**src/rtl/sha1_pkg.sv**
```systemverilog
// SHA-1 shared definitions: IV, round constants, working-state type and the single-round function.
package sha1_pkg;

    typedef enum logic [1:0] {IDLE, BUSY, DONE} sha1_fsm_t;

    typedef struct packed {
        logic [31:0] a;
        logic [31:0] b;
        logic [31:0] c;
        logic [31:0] d;
        logic [31:0] e;
    } sha1_state_t;

    localparam logic [31:0] SHA1_IV [0:4] = '{
        32'h67452301, 32'hEFCDAB89, 32'h98BADCFE, 32'h10325476, 32'hC3D2E1F0
    };

    localparam logic [31:0] K_00_19 = 32'h5A827999;
    localparam logic [31:0] K_20_39 = 32'h6ED9EBA1;
    localparam logic [31:0] K_40_59 = 32'h8F1BBCDC;
    localparam logic [31:0] K_60_79 = 32'hCA62C1D6;

    function automatic logic [31:0] rotl(input logic [31:0] x, input int unsigned n);
        return (x << n) | (x >> (32 - n));
    endfunction

    function automatic logic [31:0] f_ch(input logic [31:0] b, input logic [31:0] c,
                                         input logic [31:0] d);
        return (b & c) | (~b & d);
    endfunction

    function automatic logic [31:0] f_par(input logic [31:0] b, input logic [31:0] c,
                                          input logic [31:0] d);
        return b ^ c ^ d;
    endfunction

    function automatic logic [31:0] f_maj(input logic [31:0] b, input logic [31:0] c,
                                          input logic [31:0] d);
        return (b & c) ^ (b & d) ^ (c & d);
    endfunction

    function automatic sha1_state_t iv_state();
        return {SHA1_IV[0], SHA1_IV[1], SHA1_IV[2], SHA1_IV[3], SHA1_IV[4]};
    endfunction

    function automatic sha1_state_t add_state(input sha1_state_t x, input sha1_state_t y);
        sha1_state_t r;
        r.a = x.a + y.a;
        r.b = x.b + y.b;
        r.c = x.c + y.c;
        r.d = x.d + y.d;
        r.e = x.e + y.e;
        return r;
    endfunction

    // f/K are selected per round so unrolled groups may cross a 20-round boundary.
    function automatic sha1_state_t sha1_round(input sha1_state_t s, input logic [31:0] w,
                                               input logic [6:0] t);
        sha1_state_t n;
        logic [31:0] f;
        logic [31:0] k;
        if (t < 7'd20) begin
            f = f_ch(s.b, s.c, s.d);
            k = K_00_19;
        end else if (t < 7'd40) begin
            f = f_par(s.b, s.c, s.d);
            k = K_20_39;
        end else if (t < 7'd60) begin
            f = f_maj(s.b, s.c, s.d);
            k = K_40_59;
        end else begin
            f = f_par(s.b, s.c, s.d);
            k = K_60_79;
        end
        n.a = rotl(s.a, 5) + f + s.e + k + w;
        n.b = s.a;
        n.c = rotl(s.b, 30);
        n.d = s.c;
        n.e = s.d;
        return n;
    endfunction

endpackage

```
**src/rtl/sha1_wsched.sv**
```systemverilog
// SHA-1 message schedule: 16-word sliding window emitting RPC consecutive W_t words per cycle.
module sha1_wsched
    import sha1_pkg::*;
#(
    parameter int unsigned RPC = 1
) (
    input  logic              clk,
    input  logic              rst,
    input  logic              load,
    input  logic              advance,
    input  logic [511:0]      block_i,
    output logic [32*RPC-1:0] w_o
);

    // Window word i (W_{t+i}) lives at bits [32*i +: 32]; word 0 is the current W_t.
    logic [511:0]            win;
    logic [511:0]            blk_le;
    logic [32*(16+RPC)-1:0]  ext;

    function automatic logic [32*(16+RPC)-1:0] expand(input logic [511:0] cur);
        logic [32*(16+RPC)-1:0] e;
        e = {{(32*RPC){1'b0}}, cur};
        for (int unsigned i = 16; i < 16 + RPC; i++)
            e[32*i +: 32] = rotl(e[32*(i-3) +: 32] ^ e[32*(i-8) +: 32] ^
                                 e[32*(i-14) +: 32] ^ e[32*(i-16) +: 32], 1);
        return e;
    endfunction

    always_comb begin
        blk_le = '0;
        for (int unsigned i = 0; i < 16; i++)
            blk_le[32*i +: 32] = block_i[511-32*i -: 32];
    end

    assign ext = expand(win);
    assign w_o = ext[32*RPC-1:0];

    always_ff @(posedge clk or posedge rst) begin
        if (rst)
            win <= '0;
        else if (load)
            win <= blk_le;
        else if (advance)
            win <= ext[32*RPC +: 512];
    end

endmodule

```
**src/rtl/sha1_compress.sv**
```systemverilog
// Iterative SHA-1 compression engine, ROUNDS_PER_CYCLE rounds per clock.
// Define SHA1_MIDSTATE_EN to add mid_i/mid_load_i for resuming from a saved chaining value.
module sha1_compress
    import sha1_pkg::*;
#(
    parameter int unsigned ROUNDS_PER_CYCLE = 1
) (
    input  logic         clk,
    input  logic         rst,
    input  logic         in_valid,
    output logic         in_ready,
    input  logic [511:0] block_i,
    input  logic         first_i,
`ifdef SHA1_MIDSTATE_EN
    input  logic [159:0] mid_i,
    input  logic         mid_load_i,
`endif
    output logic         out_valid,
    input  logic         out_ready,
    output logic [159:0] digest_o
);

    localparam int unsigned LAT    = 80 / ROUNDS_PER_CYCLE;
    localparam logic [6:0]  LAST_T = 7'((LAT - 1) * ROUNDS_PER_CYCLE);

    if ((80 % ROUNDS_PER_CYCLE) != 0 || ROUNDS_PER_CYCLE > 20) begin : g_bad_rpc
        $error("ROUNDS_PER_CYCLE must divide 80 and be at most 20");
    end

    sha1_fsm_t                        state_q, state_d;
    sha1_state_t                      h_q, st_q, st_next, base, h_sum;
    logic [6:0]                       t_q;
    logic [32*ROUNDS_PER_CYCLE-1:0]   w_grp;
    logic                             accept, last_grp, busy;

    function automatic sha1_state_t rounds(input sha1_state_t s,
                                           input logic [32*ROUNDS_PER_CYCLE-1:0] w,
                                           input logic [6:0] t);
        sha1_state_t r;
        r = s;
        for (int unsigned j = 0; j < ROUNDS_PER_CYCLE; j++)
            r = sha1_round(r, w[32*j +: 32], t + 7'(j));
        return r;
    endfunction

    assign in_ready  = (state_q == IDLE);
    assign out_valid = (state_q == DONE);
    assign busy      = (state_q == BUSY);
    assign accept    = in_ready && in_valid;
    assign last_grp  = busy && (t_q == LAST_T);
    assign st_next   = rounds(st_q, w_grp, t_q);
    assign h_sum     = add_state(h_q, st_next);

    always_comb begin
`ifdef SHA1_MIDSTATE_EN
        base = first_i ? (mid_load_i ? sha1_state_t'(mid_i) : iv_state()) : h_q;
`else
        base = first_i ? iv_state() : h_q;
`endif
    end

    sha1_wsched #(
        .RPC (ROUNDS_PER_CYCLE)
    ) u_wsched (
        .clk     (clk),
        .rst     (rst),
        .load    (accept),
        .advance (busy),
        .block_i (block_i),
        .w_o     (w_grp)
    );

    always_ff @(posedge clk or posedge rst) begin
        if (rst)
            state_q <= IDLE;
        else
            state_q <= state_d;
    end

    always_comb begin
        state_d = state_q;
        case (state_q)
            IDLE:    if (in_valid)  state_d = BUSY;
            BUSY:    if (last_grp)  state_d = DONE;
            DONE:    if (out_ready) state_d = IDLE;
            default:                state_d = IDLE;
        endcase
    end

    always_ff @(posedge clk or posedge rst) begin
        if (rst) begin
            h_q      <= iv_state();
            st_q     <= '0;
            t_q      <= '0;
            digest_o <= '0;
        end else if (accept) begin
            h_q  <= base;
            st_q <= base;
            t_q  <= '0;
        end else if (busy) begin
            st_q <= st_next;
            t_q  <= last_grp ? '0 : t_q + 7'(ROUNDS_PER_CYCLE);
            if (last_grp) begin
                h_q      <= h_sum;
                digest_o <= h_sum;
            end
        end
    end

endmodule

```
**config.mk**
```make
export PLATFORM = sky130hd
export DESIGN_NAME = sha1_compress
export DESIGN_NICKNAME = d
export VERILOG_FILES = /design/src/rtl/sha1_pkg.sv /design/src/rtl/sha1_wsched.sv /design/src/rtl/sha1_compress.sv
export SDC_FILE = /design/constraint.sdc
export NUM_CORES = 2
export LEC_CHECK = 0
export BUFFER_PORTS_ARGS = -buffer_cell sky130_fd_sc_hd__buf_4
export CORE_MARGIN = 2
export CORE_UTILIZATION = 50
export CTS_CLUSTER_DIAMETER = 80
export CTS_CLUSTER_SIZE = 12
export DETAILED_ROUTE_END_ITERATION = 12
export PLACE_DENSITY = 0.76
export SLEW_MARGIN = 0
export SYNTH_ARGS = -nofsm -noshare
export SYNTH_HDL_FRONTEND = slang
export SYNTH_SLANG_ARGS = --single-unit
```
**constraint.sdc**
```tcl
create_clock -name clk -period 83.8 [get_ports clk]
set_input_delay 4.19 -clock clk [delete_from_list [all_inputs] [get_ports clk]]
set_output_delay 4.19 -clock clk [all_outputs]
set_load 0.02 [all_outputs]
```
# == Word-level counts from Yosys, hierarchy flattened ==
# Index checks and enable logic that the tools add are counted.
# classes
eq_ne,6
mux,21
n_lt_le_gt_ge,3
n_reduce_logical,8
bitwise_logic,17
add_sub_neg,10
# op_table
operator,n
two-way mux 512 bit,2
two-way mux 160 bit,6
adder 32 bit,9
bitwise XOR 32 bit,7
two-way mux 32 bit,5
bitwise AND 32 bit,4
inverter 32 bit,1
OR 32 x 1 -> 32 bit,1
OR 32 x 30 -> 32 bit,1
OR 32 bit,1
OR 32 x 5 -> 32 bit,1
two-way mux 31 bit,1
two-way mux 7 bit,3
"less-than comparator 7 x 6 -> 1 bit, second input constant",2
"adder 7 x 1 -> 7 bit, second input constant",1
"== test 7 bit, second input constant",1
"less-than comparator 7 x 5 -> 1 bit, second input constant",1
two-way mux 2 bit,3
case mux 2 bit (3 select lines),1
AND reduction 3 bit,2
"inequality test 2 bit, second input constant",2
nonzero test 2 bit,2
"== test 2 x 1 -> 1 bit, second input constant",1
"== test 2 bit, second input constant",1
5 further kinds,6
# totals
output_inout_bits,162
inputBits,517
regBits,1001
elab_cells,79

# == Logic depth before layout (Yosys ltp) ==
# depth
ltp_word,14
depth_mapped,39
mapped_depth_nobuf,35

# == By module ==
# From an unflattened synthesis, not the netlist that was laid out.
# hier_totals
hier_cells,5876
hier_area_um2,56964.6
# modules_own_cells
mod,cells_per_inst,instances,area_each_um2
sha1_compress,3524,1,31858.1
sha1_wsched,2352,1,25106.6

# == Least setup slack after synthesis ==
# No wires, ideal clock.
# synth_path
kind,register to register
start,reg t_q[3]
end,reg h_q[158] (netlist name)
setup_slack_ns,76.029
setup_time_ns,0.082
stages_incl_launch_ff,39
arrival_ns,7.689
path_buffers,3
cell_sequence,dfrtp_1 clkbuf_1 nand4_1 nor2b_1 inv_1 nor2_1 inv_1 clkbuf_1 o22ai_1 nor2_1 fa_1 inv_1 fa_1 inv_1 fa_1 ha_1 fa_1 a211oi_1 [... 3 more ...] a21oi_1 nor2b_1 o21a_1 o41ai_1 xnor2_1 ha_1 clkbuf_1 a21oi_1 nor2b_1 o21a_1 o21a_1 o21ai_0 nand2b_1 a21oi_1 o21ai_1 a211o_1 mux2i_1 a211o_1
# synth_via
elab_chain_cells,12
# synth_rtl
item,line_no,rtl
"start, declared",sha1_compress.sv:32,logic [6:0] t_q;
"start signal, assigned",sha1_compress.sv:102,t_q <= last_grp ? '0 : t_q + 7'(ROUNDS_PER_CYCLE);
less-than comparator 7 x 6 -> 1 bit,sha1_pkg.sv:68,end else if (t < 7'd60) begin
two-way mux 32 bit,sha1_pkg.sv:68,
two-way mux 32 bit,sha1_pkg.sv:65,end else if (t < 7'd40) begin
two-way mux 32 bit,sha1_pkg.sv:62,if (t < 7'd20) begin
adder 32 bit (4 in a row),sha1_pkg.sv:75,"n.a = rotl(s.a, 5) + f + s.e + k + w;"
adder 32 bit,sha1_pkg.sv:48,r.a = x.a + y.a;
two-way mux 160 bit,sha1_compress.sv:103,if (last_grp) begin
two-way mux 160 bit,sha1_compress.sv:100,end else if (busy) begin
two-way mux 160 bit,sha1_compress.sv:96,end else if (accept) begin
"end signal, assigned",sha1_compress.sv:92,h_q <= iv_state();
"end signal, assigned",sha1_compress.sv:97,h_q <= base;
"end signal, assigned",sha1_compress.sv:104,h_q <= h_sum;
"end, declared",sha1_compress.sv:31,"sha1_state_t h_q, st_q, st_next, base, h_sum;"
# Parallel ways exist; a longest one is shown, timed or not. The select of a mux whose other input is x is not followed.
# A chain may end at the register's enable or synchronous reset.

# == Final worst setup path ==
# Ends and elaborated chain as after synthesis.

==> summary by stage <==
Status
The flow ran to the end, and the final reports show no timing, DRC or antenna violations.

Floorplan
The area of the core is about 110000 um2. The initial core utilization is 0.5032. In this run the horizontal extent of the chip is roughly 330 um. The floorplan step set the die height to between 300 and 400 um. The number of core rows is 121.

The die covers approximately 110000 um2. 679 I/O pins were placed.

STA
The count of pins over their slew limit is 0. For the pin with the worst max-slew slack, the measured transition is between 1 and 1.5 ns. The final-report setup violation count is 0. The worst path needs 9.067 ns of the cycle, external delays included. In this run the tightest slew margin relative to its limit is 0.2381.

The final total negative setup slack is 0 ns. The largest clock skew in the final design is approximately 0.023 ns. Setup slack closes at around 75 ns.

The highest clock rate is around 110 MHz. The final hold violation count is 0. Setup repair after global routing left no endpoint under its margin. The share of the clock period used by the worst path after layout is 0.1082.

Placed design
The pre-CTS worst setup slack is roughly 75 ns. The weighted congestion reported at the end of routability-driven placement is between 0.9 and 1. In this run the cell area measured after placement is between 60000 and 70000 um2. In this run, placement finished with an instance count of slightly below 8000.

Detailed placement finished with a half-perimeter wire length of between 150000 and 200000 um. The count of port buffers added during placement is 678.

Min path
The hold path startpoint is digest_o[87]. The worst min-delay path category is reg2reg.

Worst setup path
The critical path arrival is a little under 10 ns. The slowest stage of the critical path is the sky130_fd_sc_hd__nor2_2 cell. Tracing the worst setup path back leads to its startpoint at t_q[3]. The startpoint identified for the worst register-to-register timing path is t_q[3].

The startpoint type of the worst setup path is a register. Of all nets on the critical path, the largest fanout is 25. The worst stage delay on the critical path is roughly 0.5 ns.

STA classifies the critical path endpoint as a register. STA puts the critical path data required time at between 80 and 90 ns. The category of the most critical setup path is reg2reg.

Synthesis
In this run the cell area of the synthesized design comes to between 50000 and 60000 um2. For this run, the register share of the synthesized area comes to 0.4598. In this run the mean area of a mapped cell was between 8 and 9 um2. In the synthesized netlist the dominant register cell turns out to be sky130_fd_sc_hd__dfrtp_1. The gate count of the mapped netlist is 6151.

Yosys mapped the design onto a little over 80 distinct sky130hd cell types. The post-synth net total is 7018. Counting flops and latches in the post-synthesis netlist gives 1001.

Yosys mapped a number of flops with a built-in enable equal to 0. Yosys printed 0 warnings. Counting flops with an async set or reset pin after synthesis yields a share of 1.000.

Final layout
The number of standard cells in the layout, taps in and fillers out is about 8100. The area overhead of the layout relative to synthesis is 16.39%. The finished cells cover about 64000 um2.

The fraction of final layout cells sized beyond drive strength 1 is 0.1431. After the last flow step, the layout net total stands at roughly 7500.

Clock network
The CTS tree is done. The number of gates resized after CTS was 0. After clock tree synthesis, the clock-pin slew on the worst setup and hold paths is 0.06 ns. The insertion delay to the later sink of the worst-skew pair is 0.71 ns. No sink is reached through more buffers than the 3 on the longest clock path. Clock tree synthesis inserted a total of slightly below 100 buffers. The number of clock sinks is 1001. The number of hold buffers added after CTS is 0. The cell chosen for the clock root is sky130_fd_sc_hd__clkbuf_16. The number of post-CTS setup repair buffers is 0. The H-tree was split into 3 levels.

Route
The average via count per standard cell is 5.973. The routed via count is just under 50000. The total DRC errors in the routed layout is 0.

The sum of routed wire length over all layers is roughly 200000 um. The detailed router finished its first iteration with 5214 violations. The average routed wire per standard cell is around 25 um. The count of nets left with antenna violations once routing finished came out at 0. The total iterations of the first detailed-routing run is 7.

Global routing
The pin count of the biggest net entering global routing is 222. The number of antenna violations at the first check in global routing is 39. The first-pass GRT wire length is about 300000 um.

Global routing finished with a remaining overflow of 0. The number of global-route vias before repair is around 47000. Across every metal layer, demand over resource in global routing totals 0.3591.

Run
Across the run, the number of max-cap violations was 0.
[placed cells by master (no fill, tap or decap), drive strengths merged, types with 9 or more instances in the layout]
cell type and count:
nand4 23, clkbuf 144, a211oi 27, nand2b 20, o32a 10, ha 225
xor2 57, a21o 104, a21oi 315, nor3b 9, dfstp 80, diode 30
dfrtp 921, nand3 46, o211ai 17, o21ai 205, nor2b 52, xnor2 201
a22oi 356, o32ai 18, mux2i 13, a211o 16, buf 726, nand2 1827
fa 125, inv 202, a31oi 285, o21a 42, or3 11, and3 16
nor2 324, o21bai 37, nor3 114, o31ai 11
[final timing paths]
path                                           to  slack, ns  cells past startpoint
max in group asynchronous       u_wsched.win[154]      76.82                      5
worst min register to register       digest_o[87]       0.47                      2
min in group asynchronous       u_wsched.win[507]       3.65                      2
worst min-delay path                 digest_o[87]       0.47                      2
worst max-delay path                     h_q[158]      74.73                     35
worst max register to register           h_q[158]      74.73                     35
[per-stage QoR]
| stage | utilization | hold slack, ns |
|---|---|---|
| floorplan | - | 0.4463 |
| global placement | 0.5586 | 0.4564 |
| detailed placement | 0.5586 | 0.4597 |
| CTS | 0.5849 | 0.4734 |
| global route | 0.5856 | 0.4926 |
| finish | 0.5856 | 0.4668 |
[logic make-up after synthesis]
| group | after synthesis | synth area share |
|---|---|---|
| AOI/OAI and AO/OA | 1500 | 0.1792 |
| xor gates and xnor gates | 258 | 0.04131 |
| DFF | 1001 | 0.4598 |
| muxes | 14 | 0.002585 |
| and+or+nand+nor | 2471 | 0.1817 |
| adders and majority gates | 350 | 0.09722 |
| buffers and inverters | 557 | 0.03822 |
[registers in the layout (all words and copies together) (netlist names)]
| name | count |
|---|---|
| st_q | 64 |
| state_q | 2 |
| st_next | 96 |
| t_q | 7 |
| u_wsched.win | 512 |
| digest_o | 160 |
| h_q | 160 |
[worst max-delay path: cells and delay by family (launching register included)]
family	cells	cell delay, ns
AOI/OAI and AO/OA	15	3.42
xor gates and xnor gates	1	0.22
adders and majority gates	6	2.36
buffers and inverters	4	0.83
DFF	1	0.47
muxes	1	0.14
and+or+nand+nor	8	1.56
[cell type report]
class / instances / area, um2
repair buffers: 726 / 5538
multi-input cells: 4593 / 27520
clock buffers: 144 / 2614
fillers: 9611 / 45040
flip-flops and latches: 1001 / 25150
well taps: 1414 / 1769
inverters: 197 / 748.2
diodes: 30 / 75.07
clock inverters: 13 / 245.2
[cells in the mapped netlist, drive strengths merged, types with 80 or more instances]
cell	number	area share
nand2	1827	0.13
ha	225	0.051
fa	125	0.046
xnor2	201	0.032
a22oi	356	0.049
inv	196	0.013
dfrtp	921	0.42
o21ai	205	0.019
a21o	104	0.014
nor2	324	0.022
nor3	114	0.010
clkbuf	343	0.024
a21oi	315	0.029
dfstp	80	0.038
a31oi	285	0.033
[metal layers]
metal  global-route usage  wire length, um
met2               0.5855            96760
met3              0.07026            15950
met1               0.4323            75220
met4               0.2413            15860
met5                    0               96
Power is left out: the tool's default activity adds up to more than one toggle a clock period on the data nets, which glitch-free logic cannot reach.
